**src/rtl/board_generator.sv**
```systemverilog
// board_generator
//   Builds a random board of TILES_LIT distinct lit tiles (out of N_TILES) on
//   a start request, using a free-running Galois LFSR.
//   It then flags the board for display for SHOW_CYCLES cycles.
//   After that it holds the board stable until the next start.
//
// Ports
//   clk          clock
//   reset        synchronous, active-low reset
//   start        request a new round (ignored while FILL/SHOW)
//   board        lit-tile mask, one bit per tile
//   board_valid  board complete and stable (SHOW and HOLD)
//   show         board must be displayed (SHOW only)
//   show_done    one-cycle pulse, high in the first HOLD cycle
//   busy         high in FILL and SHOW
//
// Optional feature: define BOARD_SEED_PORT_EN to add the seed/seed_load
// ports. These load the LFSR from an external seed, with seed==0 mapped to SEED.
module board_generator #(
    parameter int                N_TILES     = 8,
    parameter int                TILES_LIT   = 3,
    parameter int                SHOW_CYCLES = 50_000_000,
    parameter int                LFSR_W      = 16,
    parameter logic [LFSR_W-1:0] LFSR_TAPS   = 16'hB400,
    parameter logic [LFSR_W-1:0] SEED        = 16'hACE1
) (
    input  logic               clk,
    input  logic               reset,
    input  logic               start,
`ifdef BOARD_SEED_PORT_EN
    input  logic [LFSR_W-1:0]  seed,
    input  logic               seed_load,
`endif
    output logic [N_TILES-1:0] board,
    output logic               board_valid,
    output logic               show,
    output logic               show_done,
    output logic               busy
);

    localparam int IW = $clog2(N_TILES);
    localparam int CW = $clog2(N_TILES + 1);
    localparam int TW = (SHOW_CYCLES > 1) ? $clog2(SHOW_CYCLES) : 1;

    localparam logic [IW:0]   N_LIM      = (IW + 1)'(N_TILES);
    localparam logic [CW-1:0] LAST_COUNT = CW'(TILES_LIT - 1);
    localparam logic [TW-1:0] TIMER_LOAD = TW'(SHOW_CYCLES - 1);

    typedef enum logic [1:0] {
        IDLE,
        FILL,
        SHOW,
        HOLD
    } state_t;

    state_t              state_q, state_d;
    logic [LFSR_W-1:0]   lfsr_q, lfsr_d;
    logic [N_TILES-1:0]  board_q, board_d;
    logic [CW-1:0]       count_q, count_d;
    logic [TW-1:0]       timer_q, timer_d;
    logic                show_done_q, show_done_d;

    logic [IW-1:0]       idx;
    logic                hit;

    // A tile is taken only if the LFSR index is on the board and not yet lit.
    // This keeps the lit tiles distinct.
    assign idx = lfsr_q[IW-1:0];
    assign hit = ({1'b0, idx} < N_LIM) && !board_q[idx];

    always_comb begin
        if (lfsr_q == '0) begin
            lfsr_d = SEED;
        end else if (lfsr_q[0]) begin
            lfsr_d = (lfsr_q >> 1) ^ LFSR_TAPS;
        end else begin
            lfsr_d = lfsr_q >> 1;
        end
`ifdef BOARD_SEED_PORT_EN
        if (seed_load) begin
            lfsr_d = (seed == '0) ? SEED : seed;
        end
`endif

        state_d     = state_q;
        board_d     = board_q;
        count_d     = count_q;
        timer_d     = timer_q;
        show_done_d = 1'b0;

        case (state_q)
            IDLE, HOLD: begin
                if (start) begin
                    state_d = FILL;
                    board_d = '0;
                    count_d = '0;
                end
            end
            FILL: begin
                if (hit) begin
                    board_d[idx] = 1'b1;
                    count_d      = count_q + 1'b1;
                    if (count_q == LAST_COUNT) begin
                        state_d = SHOW;
                        timer_d = TIMER_LOAD;
                    end
                end
            end
            SHOW: begin
                if (timer_q == '0) begin
                    state_d     = HOLD;
                    show_done_d = 1'b1;
                end else begin
                    timer_d = timer_q - 1'b1;
                end
            end
            default: state_d = IDLE;
        endcase
    end

    always_ff @(posedge clk) begin
        if (!reset) begin
            state_q     <= IDLE;
            lfsr_q      <= SEED;
            board_q     <= '0;
            count_q     <= '0;
            timer_q     <= '0;
            show_done_q <= 1'b0;
        end else begin
            state_q     <= state_d;
            lfsr_q      <= lfsr_d;
            board_q     <= board_d;
            count_q     <= count_d;
            timer_q     <= timer_d;
            show_done_q <= show_done_d;
        end
    end

    assign board       = board_q;
    assign board_valid = (state_q == SHOW) || (state_q == HOLD);
    assign show        = (state_q == SHOW);
    assign busy        = (state_q == FILL) || (state_q == SHOW);
    assign show_done   = show_done_q;

endmodule

```
**config.mk**
```make
export PLATFORM = sky130hd
export DESIGN_NAME = board_generator
export DESIGN_NICKNAME = d
export VERILOG_FILES = /design/src/rtl/board_generator.sv
export SDC_FILE = /design/constraint.sdc
export NUM_CORES = 1
export LEC_CHECK = 0
export ABC_AREA = 0
export CAP_MARGIN = 40
export CORE_ASPECT_RATIO = 0.7
export CORE_MARGIN = 4
export CORE_UTILIZATION = 59
export DETAILED_ROUTE_END_ITERATION = 8
export GPL_TIMING_DRIVEN = 0
export PLACE_DENSITY_LB_ADDON = 0.05
export SYNTH_ARGS = -nofsm -noshare
export SYNTH_HDL_FRONTEND = slang
export SYNTH_SLANG_ARGS = --single-unit
```
**constraint.sdc**
```tcl
create_clock -name clk -period 2.97 [get_ports clk]
set_clock_uncertainty 0.2 [all_clocks]
set_input_delay 0.4455 -clock clk [delete_from_list [all_inputs] [get_ports clk]]
set_output_delay 0.4455 -clock clk [all_outputs]
set_load 0.1 [all_outputs]
```
==> results.py <==
metrics = {
    "finish": {
        "final_common_cell": "dfxtp_1",
        "utilization": 0.791,
        "drive_above_1_share": 0.137,
        "filler_cell_count": 303,
        "layout_common_cells": "dfxtp_1 (57), nor2_1 (30), nand2_1 (20), o31ai_1 (18)",
        "syn_to_final_growth_pct": 24.1,
        "final_net_count": 384,
        "final_area_mm2": 0.00358,
        "diodes": 0,
        "fin_cells": 445,
    },
    "clock_network": {
        "cts_max_level": 3,
        "cts_max_path_buffers": 2,
        "post_cts_buffers": 0,
        "numCtsBuffers": 9,
        "clkLatencyLatePin_ns": 0.34,
        "path_clk_slew_ns": 0.07,
        "postCtsHoldBufs": 0,
        "cts.sinks": 57,
        "cts_tree": "built",
        "root_buffer": "clkbuf_8",
    },
    "synth": {
        "synth_largest_area_cell": "dfxtp_1",
        "async_flop_share": 0,
        "ys.warnings.count": 0,
        "yosys_most_used_dff": "dfxtp_1",
        "synth_enable_flop_cells": 0,
        "seq_area_frac_synth": 0.395,
        "synthAdderAreaFrac": 0.0303,
        "synth_top_family_by_area": "simple AND/OR/NAND/NOR gates",
        "synthMuxAreaShare": 0.0247,
        "synth.distinct_cells": 48,
        "yosys-top-cells-area": "dfxtp_1 (39%), o31ai_1 (4.9%), a311oi_1 (4.5%)",
        "syn_inst": 335,
        "synthXorXnorAreaFrac": 0.00909,
        "synth_compound_area_frac": 0.226,
        "synth_top_area_frac": 0.395,
        "synth_area_per_cell_um2": 8.62,
        "synthesis.area_mm2": 0.00289,
        "ys_seq_elements": 57,
        "synthSimpleGateAreaFrac": 0.269,
        "synth_nets": 345,
    },
    "critical_path": {
        "startpoint": "timer_q[8]",
        "worstSetupPathType": "flip-flop to flip-flop",
        "required_ns": 3.04,
        "crit_fanout": 10,
        "ff2ff_setup_slack_ns": 0.08,
        "crit_arrival_ns": 2.96,
        "cp-start-kind": "flip-flop",
        "reg2reg_from": "timer_q[8]",
        "cp-end-kind": "flip-flop",
    },
    "power": {
        "vdd_drop_max_v": 0.00116,
        "power.total_mw": 4.59,
        "leakage_nw": 1.35,
        "power.density_mw_per_mm2": 1280,
    },
    "drt": {
        "via_per_inst": 6.60,
        "wl_mm": 8.52,
        "vias": 2938,
        "drt_iter0_drc": 323,
        "post_drt_wl_per_cell_um": 19.2,
        "dr.pass1.iters": 6,
        "postRouteAntennaNets": 0,
        "post-route-drc-count": 0,
    },
    "status": {
        "outcome": "complete, no violations",
    },
    "sta": {
        "timing.final.crit_share": 0.972,
        "slew_headroom": 0.384,
        "fmax_mhz": 347,
        "report.final.slew_viol_count": 0,
        "tns_ns": 0,
        "hold_slack_ns": 0.251,
        "hold_violations": 0,
        "fin_crit_ns": 2.89,
        "tightestPinTransition_ns": 0.912,
        "setup_viol": 0,
        "worst_slack_ns": 0.0841,
    },
    "global_route": {
        "antenna_found_initial": 0,
        "overflow": 0,
        "grt_pass1_wl_mm": 13.8,
        "grt_usage": 0.293,
        "grt_max_degree": 13,
        "first_global_vias": 2732,
    },
    "die": {
        "initial_utilization": 0.638,
        "die_area_mm2": 0.00610,
        "rows": 20,
        "dieHeight_um": 66.5,
        "io_pins": 15,
        "die_x_um": 91.6,
        "core-area_mm2": 0.00453,
    },
    "placement": {
        "dp_hpwl_mm": 6.00,
        "port-buffer-count": 14,
        "dpl.cell_count": 430,
        "dp_worst_setup_slack_ns": 0.0443,
        "gp_congestion": 0.965,
        "dpl_cell_area_mm2": 0.00332,
    },
    "worst_hold_path": {
        "holdCritPathClass": "flip-flop to flip-flop",
        "hp-start": "lfsr_q[7]",
    },
    "job": {
        "maxCapViolCount": 0,
    },
}
-- worst max-delay path: stages, from the launching register on --
cell	delay (ns)
dfxtp_1	0.35
or4_1	0.52
clkbuf_1	0.19
or4_4	0.50
or3_4	0.41
buf_6	0.16
a221oi_2	0.28
mux2i_1	0.21
-- cell type report --
type	count	area, um^2	area share
repair buffers	29	350	0.0977
flip-flops and latches	57	1140	0.318
multi-input cells	246	1650	0.460
plain buffers	16	75.1	0.0209
clock buffers	11	151	0.0422
clock inverters	5	77.6	0.0216
inverters	15	56.3	0.0157
well taps	66	82.6	0.0230
-- registers in the layout (all words and copies together) (netlist names) --
name and flops:
board 8, count_q 4, lfsr_q 16, show_done 1
state_q 2, timer_q 26
-- path summary, 6_finish.rpt --
check	end	depth (start not counted)
worst min-delay path	lfsr_q[6]	1
worst max register to register	state_q[0]	7
worst max-delay path	state_q[0]	7
worst min register to register	lfsr_q[6]	1
-- layer usage --
metal | vias up | track usage | share of wire
met4 | 0 | 0.103 | 0.017
met2 | 198 | 0.407 | 0.42
li1 | 1363 | - | -
met5 | - | 0 | 0
met3 | 20 | 0.111 | 0.12
met1 | 1357 | 0.411 | 0.44
-- cell families after synthesis --
kind of cell	Yosys count
compound gates	88
xor+xnor	3
fa+ha+maj	7
buf+inv	32
flops	57
mux	7
simple gates	141
-- what timing repair did --
action / CTS / global route
endpoints found under the setup margin: 5 / 23
resized for setup: 1 / 9
gates cloned: 0 / 0
-- synth_stat cells (all sizes together), types with 2 or more instances --
cell type and number:
o21ai 7, nor3 12, nand2 20, a31oi 9
or3 4, a221oi 2, o31a 2, ha 7
a211oi 8, buf 5, nand4 3, dfxtp 57
and2 10, nor2 31, and3 8, or2 3
nand2b 13, o41ai 3, inv 15, mux2i 6
or4 16, a21oi 11, a311oi 15, a41oi 5
clkbuf 12, nor4 12, o31ai 19, nand3 6
xnor2 2
-- where the power goes --
group | switching [mW] | internal, mW | leakage [nW]
Clock | 0.328 | 0.515 | 0.115
Combinational | 1.67 | 0.895 | 0.771
Sequential | 0.230 | 0.957 | 0.467
Total | 2.22 | 2.37 | 1.35
Power figures use the tool's default switching activity.
